$ cat config.mk
export PLATFORM = sky130hd
export DESIGN_NAME = adsr_envelope
export DESIGN_NICKNAME = d
export VERILOG_FILES = /design/src/rtl/adsr_pkg.sv /design/src/rtl/adsr_rate_tick.sv /design/src/rtl/adsr_envelope.sv
export SDC_FILE = /design/constraint.sdc
export NUM_CORES = 1
export LEC_CHECK = 0
export BUFFER_PORTS_ARGS = -buffer_cell sky130_fd_sc_hd__buf_2
export CAP_MARGIN = 10
export CORE_ASPECT_RATIO = 0.9
export CORE_MARGIN = 1
export CORE_UTILIZATION = 42
export CTS_BUF_LIST = sky130_fd_sc_hd__clkbuf_8
export CTS_CLUSTER_SIZE = 10
export DETAILED_ROUTE_END_ITERATION = 10
export PLACE_DENSITY_LB_ADDON = 0.3
export RECOVER_POWER = 50
export SLEW_MARGIN = 20
export SYNTH_ARGS = -nofsm -noshare
export SYNTH_HDL_FRONTEND = slang
export SYNTH_SLANG_ARGS = --single-unit
$ cat constraint.sdc
create_clock -name clk -period 10.3 [get_ports clk]
set_clock_uncertainty 0.05 [all_clocks]
set_input_delay 1.03 -clock clk [delete_from_list [all_inputs] [get_ports clk]]
set_output_delay 1.03 -clock clk [all_outputs]
set_load 0.01 [all_outputs]
$ cat src/rtl/adsr_pkg.sv
// Shared types and constants for the gated ADSR amplitude envelope.
package adsr_pkg;

    typedef enum logic [2:0] {
        IDLE    = 3'd0,
        ATTACK  = 3'd1,
        DECAY   = 3'd2,
        SUSTAIN = 3'd3,
        RELEASE = 3'd4
    } adsr_state_t;

    localparam logic [15:0] PCM_MID = 16'h8000;
    localparam logic [15:0] ENV_MAX = 16'hFFFF;

    // 4-bit sustain level replicated across the word so 0xF reaches full scale.
    function automatic logic [15:0] sustain_target(input logic [3:0] s);
        return {s, s, s, s};
    endfunction

endpackage

$ cat src/rtl/adsr_rate_tick.sv
// Free-running envelope prescaler: one-cycle tick each time the counter wraps.
module adsr_rate_tick #(
    parameter int unsigned PRESCALE_BITS = 8
) (
    input  logic clk,
    input  logic reset,
    output logic tick
);

    generate
        if (PRESCALE_BITS == 0) begin : g_every_cycle
            logic unused_ports;
            assign unused_ports = clk ^ reset;
            assign tick = 1'b1;
        end else begin : g_count
            logic [PRESCALE_BITS-1:0] count;

            always_ff @(posedge clk) begin
                if (reset) begin
                    count <= '0;
                end else begin
                    count <= count + PRESCALE_BITS'(1);
                end
            end

            assign tick = &count;
        end
    endgenerate

endmodule

$ cat src/rtl/adsr_envelope.sv
// Gated ADSR envelope scaling offset-binary PCM around its midpoint.
// Define ADSR_EXP_RELEASE_EN for an exponential release (step = max(1, env >> release_rate)).
module adsr_envelope
    import adsr_pkg::*;
#(
    parameter int unsigned PRESCALE_BITS = 8
) (
    input  logic        clk,
    input  logic        reset,
    input  logic        gate,
    input  logic [3:0]  attack_rate,
    input  logic [3:0]  decay_rate,
    input  logic [3:0]  sustain_level,
    input  logic [3:0]  release_rate,
    input  logic [15:0] pcm_in,
    output logic [15:0] pcm_out,
    output logic [15:0] env_out,
    output logic        busy
);

    adsr_state_t state, state_nxt;
    logic [15:0] env, env_nxt;
    logic        gate_q;
    logic        tick;
    logic        rise, fall;
    logic [15:0] target;
    logic [3:0]  rate_sel;
    logic [15:0] step;
    logic [16:0] env_ext;

    logic signed [16:0] pcm_delta;
    logic signed [16:0] env_signed;
    logic signed [33:0] prod;
    logic        [15:0] pcm_nxt;
    logic               unused_prod;

    adsr_rate_tick #(
        .PRESCALE_BITS(PRESCALE_BITS)
    ) u_rate_tick (
        .clk  (clk),
        .reset(reset),
        .tick (tick)
    );

    always_comb begin
        rise    = gate & ~gate_q;
        fall    = ~gate & gate_q;
        target  = sustain_target(sustain_level);
        env_ext = {1'b0, env};

        case (state)
            ATTACK:  rate_sel = attack_rate;
            DECAY:   rate_sel = decay_rate;
            RELEASE: rate_sel = release_rate;
            default: rate_sel = '0;
        endcase

`ifdef ADSR_EXP_RELEASE_EN
        if (state == RELEASE) begin
            step = env >> release_rate;
            if (step == '0) begin
                step = 16'd1;
            end
        end else begin
            step = 16'd1 << rate_sel;
        end
`else
        step = 16'd1 << rate_sel;
`endif
    end

    // Edges pre-empt the tick: an edge cycle never also applies a step.
    always_comb begin
        state_nxt = state;
        env_nxt   = env;
        if (rise) begin
            state_nxt = ATTACK;
        end else if (fall && state != IDLE) begin
            state_nxt = RELEASE;
        end else begin
            case (state)
                IDLE: begin
                    env_nxt = '0;
                end
                ATTACK: begin
                    if (tick) begin
                        if (env_ext + {1'b0, step} >= {1'b0, ENV_MAX}) begin
                            env_nxt   = ENV_MAX;
                            state_nxt = DECAY;
                        end else begin
                            env_nxt = env + step;
                        end
                    end
                end
                DECAY: begin
                    if (tick) begin
                        if (env_ext <= {1'b0, target} + {1'b0, step}) begin
                            env_nxt   = target;
                            state_nxt = SUSTAIN;
                        end else begin
                            env_nxt = env - step;
                        end
                    end
                end
                SUSTAIN: begin
                    env_nxt = target;
                end
                RELEASE: begin
                    if (tick) begin
                        if (env <= step) begin
                            env_nxt   = '0;
                            state_nxt = IDLE;
                        end else begin
                            env_nxt = env - step;
                        end
                    end
                end
                default: begin
                    env_nxt   = '0;
                    state_nxt = IDLE;
                end
            endcase
        end
    end

    // Signed 17x17 product; >>> 16 is taken as bits [31:16], which floors toward -inf.
    always_comb begin
        pcm_delta  = {1'b0, pcm_in} - {1'b0, PCM_MID};
        env_signed = {1'b0, env};
        prod       = pcm_delta * env_signed;
        pcm_nxt    = PCM_MID + prod[31:16];
    end

    assign unused_prod = ^{prod[33:32], prod[15:0]};

    always_ff @(posedge clk) begin
        if (reset) begin
            state   <= IDLE;
            env     <= '0;
            gate_q  <= 1'b0;
            pcm_out <= PCM_MID;
            busy    <= 1'b0;
        end else begin
            state   <= state_nxt;
            env     <= env_nxt;
            gate_q  <= gate;
            pcm_out <= pcm_nxt;
            busy    <= (state_nxt != IDLE);
        end
    end

    assign env_out = env;

endmodule

# Yosys cells after proc, flatten, opt, wreduce, memory -nomap -nowiden
# Cells that the tools add are included.
dict set report classes {
  addsub 7
  mul 1
  n_lt_le_gt_ge 3
  eq_ne 7
  shift 1
  mux 17
  bitwise_logic 6
  reduce_logical 7
}
# op n
set op_table {}
lappend op_table {{$mux 16} 6}
lappend op_table {{$pmux 16 s4} 1}
lappend op_table {{$add 16x16->17} 2}
lappend op_table {{$mul 17x17->32} 1}
lappend op_table {{$mux 3} 8}
lappend op_table {{$ge 17x16->1 const B} 1}
lappend op_table {{$le 16x17->1} 1}
lappend op_table {{$sub 16x16->17 const B} 1}
lappend op_table {{$add 16x16->16} 1}
lappend op_table {{$add 16x16->16 const A} 1}
lappend op_table {{$le 16x16->1} 1}
lappend op_table {{$shl 1x4->16 const A} 1}
lappend op_table {{$sub 16x16->16} 1}
lappend op_table {{$pmux 3 s4} 1}
lappend op_table {{$pmux 4 s3} 1}
lappend op_table {{$add 8x1->8 const B} 1}
lappend op_table {{$reduce_and 8->1} 1}
lappend op_table {{$eq 3x2->1 const B} 2}
lappend op_table {{$ne 2x2->1 const B} 3}
lappend op_table {{$reduce_bool 3->1} 2}
lappend op_table {{$reduce_and 5->1} 1}
lappend op_table {{$not 1->1} 4}
lappend op_table {{$eq 3x1->1 const B} 1}
lappend op_table {{$eq 3x3->1 const B} 1}
lappend op_table {{4 further kinds} 5}
dict set report word_totals {
  reg_bits 45
  input_bits 35
  out_inout_bits 33
  word_cells 55
}

# Longest topological paths before layout
dict set report logic_depth {
  depth_word 11
  depth_mapped 31
  ltp_nobuf 29
}

# Cells and area by module
# A second synthesis with hierarchy kept.
dict set report unflattened {
  cells_unflattened 1682
  hier_area_um2 14342.5
}
# mod instances cells_each area_each_um2 seq_area_each_um2
set modules_own_cells {}
lappend modules_own_cells {adsr_envelope 1 1647 14026.0 740.7}
lappend modules_own_cells {adsr_rate_tick 1 35 316.6 160.2}

# Least setup slack after synthesis
# Ideal clock, no wire load.
dict set report synth_timing {
  kind {input to register}
  startpoint {input pcm_in[15]}
  endpoint {register pcm_out[15]}
  setup_ns 0.124
  arrival_ns 6.394
  required_ns 10.126
  path_slack_ns 3.732
  stages 19
  path_buffers 1
  path_cell_list {clkbuf_1 > nand2b_1 > fa_1 > inv_1 > fa_1 > inv_1 > fa_1 > fa_1 > fa_1 > fa_1 > inv_1 > ha_1 > a21o_1 > a21oi_1 > o21ai_0 > or3_1 > o21ai_0 > o21ai_0 > mux2i_1}
}
dict set report synth_between {
  elab_chain_len 3
}
# element line_no
set synth_lines {}
lappend synth_lines {{start, declared} adsr_envelope.sv:15} ;# input logic [15:0] pcm_in,
lappend synth_lines {{$sub 16x16->17} adsr_envelope.sv:128} ;# pcm_delta = {1'b0, pcm_in} - {1'b0, PCM_MID};
lappend synth_lines {{$mul 17x17->32} adsr_envelope.sv:130} ;# prod = pcm_delta * env_signed;
lappend synth_lines {{$add 16x16->16} adsr_envelope.sv:131} ;# pcm_nxt = PCM_MID + prod[31:16];
lappend synth_lines {{end signal, assigned} adsr_envelope.sv:147} ;# pcm_out <= pcm_nxt;
lappend synth_lines {{end, declared} adsr_envelope.sv:16} ;# output logic [15:0] pcm_out,
# No other way between the ends.
# A chain may end at the register's enable or synchronous reset.

# Worst setup path after layout
dict set report layout_timing {
  startpoint {register state[1]}
  endpoint {register env[2], in the netlist env_out[2]}
}
dict set report layout_between {
  elab_chain_len 8
  word_cells_on_any_way 27
  cone_classes {add/sub (4); order compare (3); eq/ne (7); shift (1); mux (8); bitwise (1); reduce/logical (3)}
}
# element line_no
set layout_lines {}
lappend layout_lines {{start, declared} adsr_envelope.sv:21} ;# adsr_state_t state, state_nxt;
lappend layout_lines {{start signal, assigned} adsr_envelope.sv:144} ;# state <= state_nxt;
lappend layout_lines {{$eq 3x3->1, or another cell as far along} {adsr_envelope.sv:51, adsr_envelope.sv:81}}
lappend layout_lines {{$pmux 4 s3} adsr_envelope.sv:51} ;# case (state)
lappend layout_lines {{$shl 1x4->16} adsr_envelope.sv:68} ;# step = 16'd1 << rate_sel;
lappend layout_lines {{$add 16x16->17 (on tied branches)} {adsr_envelope.sv:97, adsr_envelope.sv:87}}
lappend layout_lines {{$le 16x17->1 / $ge 17x16->1 (equally long branches)} {adsr_envelope.sv:97, adsr_envelope.sv:87}}
lappend layout_lines {{$mux 16 (on tied branches)} {adsr_envelope.sv:97, adsr_envelope.sv:87}}
lappend layout_lines {{$mux 16 (on tied branches)} {adsr_envelope.sv:96, adsr_envelope.sv:86}}
lappend layout_lines {{$pmux 16 s4} adsr_envelope.sv:81} ;# case (state)
lappend layout_lines {{end signal, assigned} adsr_envelope.sv:145} ;# env <= env_nxt;
lappend layout_lines {{end, declared} adsr_envelope.sv:22} ;# logic [15:0] env, env_nxt;
# Several ways; a longest one is shown, not always the timed one. The select of a mux whose other input is x is not followed.

==> metrics list <==
- The run finished, with violations left.
- The checks that failed: capacitance limit, slew limit.
- The Yosys step of the flow raised 0 warnings.
- Worst setup EP type: register
- Maximum buffer depth of the clock tree: 2
- The first global-routing pass estimated 61300 um of wire.
- Final std cells w/o fill: 2186
- Global routing used 22.2% of the available tracks.
- Global routing finished with a remaining overflow of 0.
* Aggregate routed wire length: 38100 um
* Peak ir drop on the vdd network: 0.0648 mV
* Area after DPL: 15200 um^2
- Cells with a size suffix above 1 make up 4.99% of the layout.
- Setup fix buffers added after clock tree synthesis: 0
* Worst endpoint required time: 10450 ps
* Highest clock frequency the design can meet: 0.139 GHz
- Portion of the post-synthesis area used by sequential elements: 6.19%
- Setup repair after global routing left no endpoint under its margin.
- Type of element launching the critical path: register
- # rows: 64
* Length of the first detailed-routing pass in iterations: 5
* Synthesis-to-layout area growth: 5.11%
- Clk_lat worst skew: 340 ps
- Counting flops with an async set or reset pin after synthesis yields a share of 0%.
- Measured along the x axis, the die boundary spans 198 um.
- Clock Pin Slew Worst Setup and Hold Paths: 110 ps
- Fraction of the mapped netlist area in simple logic gates: 18.8%
- Counting stages on the worst path, the most repeated cell is sky130_fd_sc_hd__a21oi_1.
* Power density relative to cell area: 36.7 nW/um^2
- Net count of the mapped netlist: 2145
- The critical path is of the register to register type.
* Fraction of the cycle the final worst path needs: 69.7%
- H-tree depth: 2
- CP arrival: 7330 ps
* Initial cell density of the core: 42.8%
- Final hold analysis gives a worst-case slack of 417 ps.
- The synthesized netlist devotes 12.2% of its cell area to compound gates.
* Final hold violation count: 0
* DPL Wire Length: 31000 um
- Via count of the routed design: 11700
- The worst register-to-register path begins at state[1].
* First element of the critical path: state[1]
* Synthesized netlist cell count: 1703
- The floorplan step defined a die boundary enclosing 35400 um^2.
* Number of different library cells in the post-synthesis netlist: 77
- Number of pins with negative max-slew slack in the final report: 46
- Layout Nets: 2165
* Clock root buffer: sky130_fd_sc_hd__clkbuf_8
- Cell total after placement: 2178
* Number of vias per cell: 5.37
- For this run, the slowest stage of the critical path takes 780 ps.
- Inserted Clock Buffers: 5
* Hold_sp: env_out[1]
- Total I/O pin count: 68
- The average instance in the mapped netlist occupies 8.54 um^2.
- Number of nets with antenna violations after routing: 0
- The number of global-route vias before repair came to 11900.
* Design area: 15300 um^2
* Worst-Margin Slew: 2050 ps
- In the routed design, unresolved DRC markers number 0.
- Mean routed wirelength per cell: 17.4 um
* Min Clock Period, post-route: 7180 ps
* Number of flops mapped to enable cells by yosys: 0
- Once layout is complete, the utilization of the core stands at 44.9%.
- In this run the tool buffered the top-level ports with 67 buffer cells.
- Antenna cell count: 0
- Clock tree synthesis found a total of 45 sinks.
* Resize count post-CTS: 0
- The analysis attributes to cell leakage a power of 7.18 nW.
* Detailed router's first-iteration violation count: 661
- Synthesized-area fraction occupied by adder cells: 48.5%
* CTS tree: yes
- Total standard cell area after synthesis: 14600 um^2
- The synthesized netlist devotes 3.07% of its cell area to XOR and XNOR gates.
- The number of antenna violations at the first check in global routing is 0.
- Worst slew margin relative to its limit: -36.5%
- Worst min-delay path category: register to register
- Setup violations remaining at the end of the flow were counted as 0.
- Main combinational cell family by area after synthesis: adder cells
- Summed over all failing endpoints, the final setup total negative slack is 0 ps.
- Buffers inserted to repair hold after CTS numbered 0.
- Core area: 34000 um^2
- In this run the vertical extent of the chip is 179 um.
- Entering global routing, the biggest net connects 46 pins.
* Cell at the slowest stage of the critical path: sky130_fd_sc_hd__o21ai_1
- Top flip-flop cell by instance count after synthesis: sky130_fd_sc_hd__dfxtp_1
* Max-cap violations: 1
- Post-synthesis sequential element count: 45
* Largest fanout of any net on the critical path: 12
- Routability cong.: 0.978
* Multiplexer share of the synthesized area: 0.344%
power breakdown:
part,switching [W],leakage (nW),internal [W]
Combinational,0.000145,6.76,0.0000813
Clock,0.0000779,0.0563,0.0000741
Sequential,0.00000532,0.364,0.000178
Total,0.000228,7.18,0.000334
per-layer routing:
layer / up-vias / wire, um / global-route usage, % / part of all wire, %
li1: 5436 / - / - / -
met5: - / 0 / 0 / 0
met1: 5903 / 16700 / 30.4 / 44
met2: 330 / 18300 / 37.4 / 48
met4: 0 / 934 / 6.07 / 2.5
met3: 64 / 2120 / 2.31 / 5.6
placed cells by master (no fill, tap or decap), types with 19 or more instances in the layout:
cell type / n
sky130_fd_sc_hd__inv_1: 336
sky130_fd_sc_hd__fa_1: 261
sky130_fd_sc_hd__nand2_1: 201
sky130_fd_sc_hd__ha_1: 146
sky130_fd_sc_hd__and2_1: 117
sky130_fd_sc_hd__nor2_1: 77
sky130_fd_sc_hd__a21oi_1: 60
sky130_fd_sc_hd__dfxtp_1: 45
sky130_fd_sc_hd__buf_2: 43
sky130_fd_sc_hd__o21ai_0: 30
sky130_fd_sc_hd__clkbuf_1: 30
sky130_fd_sc_hd__nor2b_1: 29
sky130_fd_sc_hd__xnor2_1: 29
sky130_fd_sc_hd__nor3_1: 28
sky130_fd_sc_hd__a21o_1: 22
sky130_fd_sc_hd__xor2_1: 22
sky130_fd_sc_hd__nand2b_1: 19
sequential cells by signal (all words and copies together), names as in the netlist:
name                       count
env_out                       16
busy                           1
pcm_out                       16
state                          3
u_rate_tick.g_count.count      8
gate_q                         1
critical path: cells and delay by family, from the launching register on:
family	cells	cell delay, ps
flops	1	490
buf+inv	2	260
simple gates	7	1630
compound gates	16	3950
xor+xnor	1	90
fa+ha+maj	2	540
worst paths after layout:
kind	to	slack [ps]	depth (start not counted)
setup / recovery	env_out[2]	3120	28
hold / removal	env_out[1]	420	2
setup reg to reg	env_out[2]	3120	28
hold reg to reg	env_out[1]	420	2
area by class of cell:
cell class | count | area [um^2]
Clock buffer | 5 | 68.8
Clock inverter | 3 | 48.8
Fill cell | 3414 | 18700
Inverter | 337 | 1260
Multi-Input combinational cell | 1256 | 12100
Sequential cell | 45 | 901
Tap cell | 462 | 578
Timing Repair Buffer | 78 | 365
logic make-up (layout without fill, tap and decap cells):
family | after synthesis | after routing
AND/OR/NAND/NOR | 550 | 550
adder cells (fa/ha/maj) | 407 | 407
buffers and inverters | 402 | 423
AO/OA/AOI/OAI | 243 | 243
XOR/XNOR | 51 | 51
flip-flops | 45 | 45
multiplexers | 5 | 5
synthesized netlist by cell type, drive strengths merged (8+ instances only):
cell | number | area, um^2
o31ai | 8 | 73.8
nor2 | 77 | 289
xor2 | 22 | 193
o211ai | 13 | 97.6
nand2 | 201 | 754
and3 | 12 | 75.1
a21boi | 8 | 60.1
xnor2 | 29 | 254
dfxtp | 45 | 901
a211oi | 9 | 77.6
buf | 16 | 133
a21o | 22 | 165
a221oi | 8 | 70.1
a21oi | 60 | 300
or2 | 9 | 56.3
nor2b | 29 | 181
nand3 | 14 | 70.1
ha | 146 | 1830
fa | 261 | 5230
nand4 | 11 | 68.8
and2 | 117 | 732
clkbuf | 48 | 180
nor3 | 29 | 150
nand2b | 19 | 119
o21a | 14 | 105
o21ai | 31 | 155
inv | 336 | 1260
metrics by stage:
stage	setup slack (ps)	total power [W]
6_report	3120	0.000562
5_1_grt	2360	0.000596
4_1_cts	3060	0.000565
3_5_place_dp	2780	0.000409
3_3_place_gp	2830	0.000409
2_1_floorplan	3730	0.000341
Power figures use the tool's default switching activity.
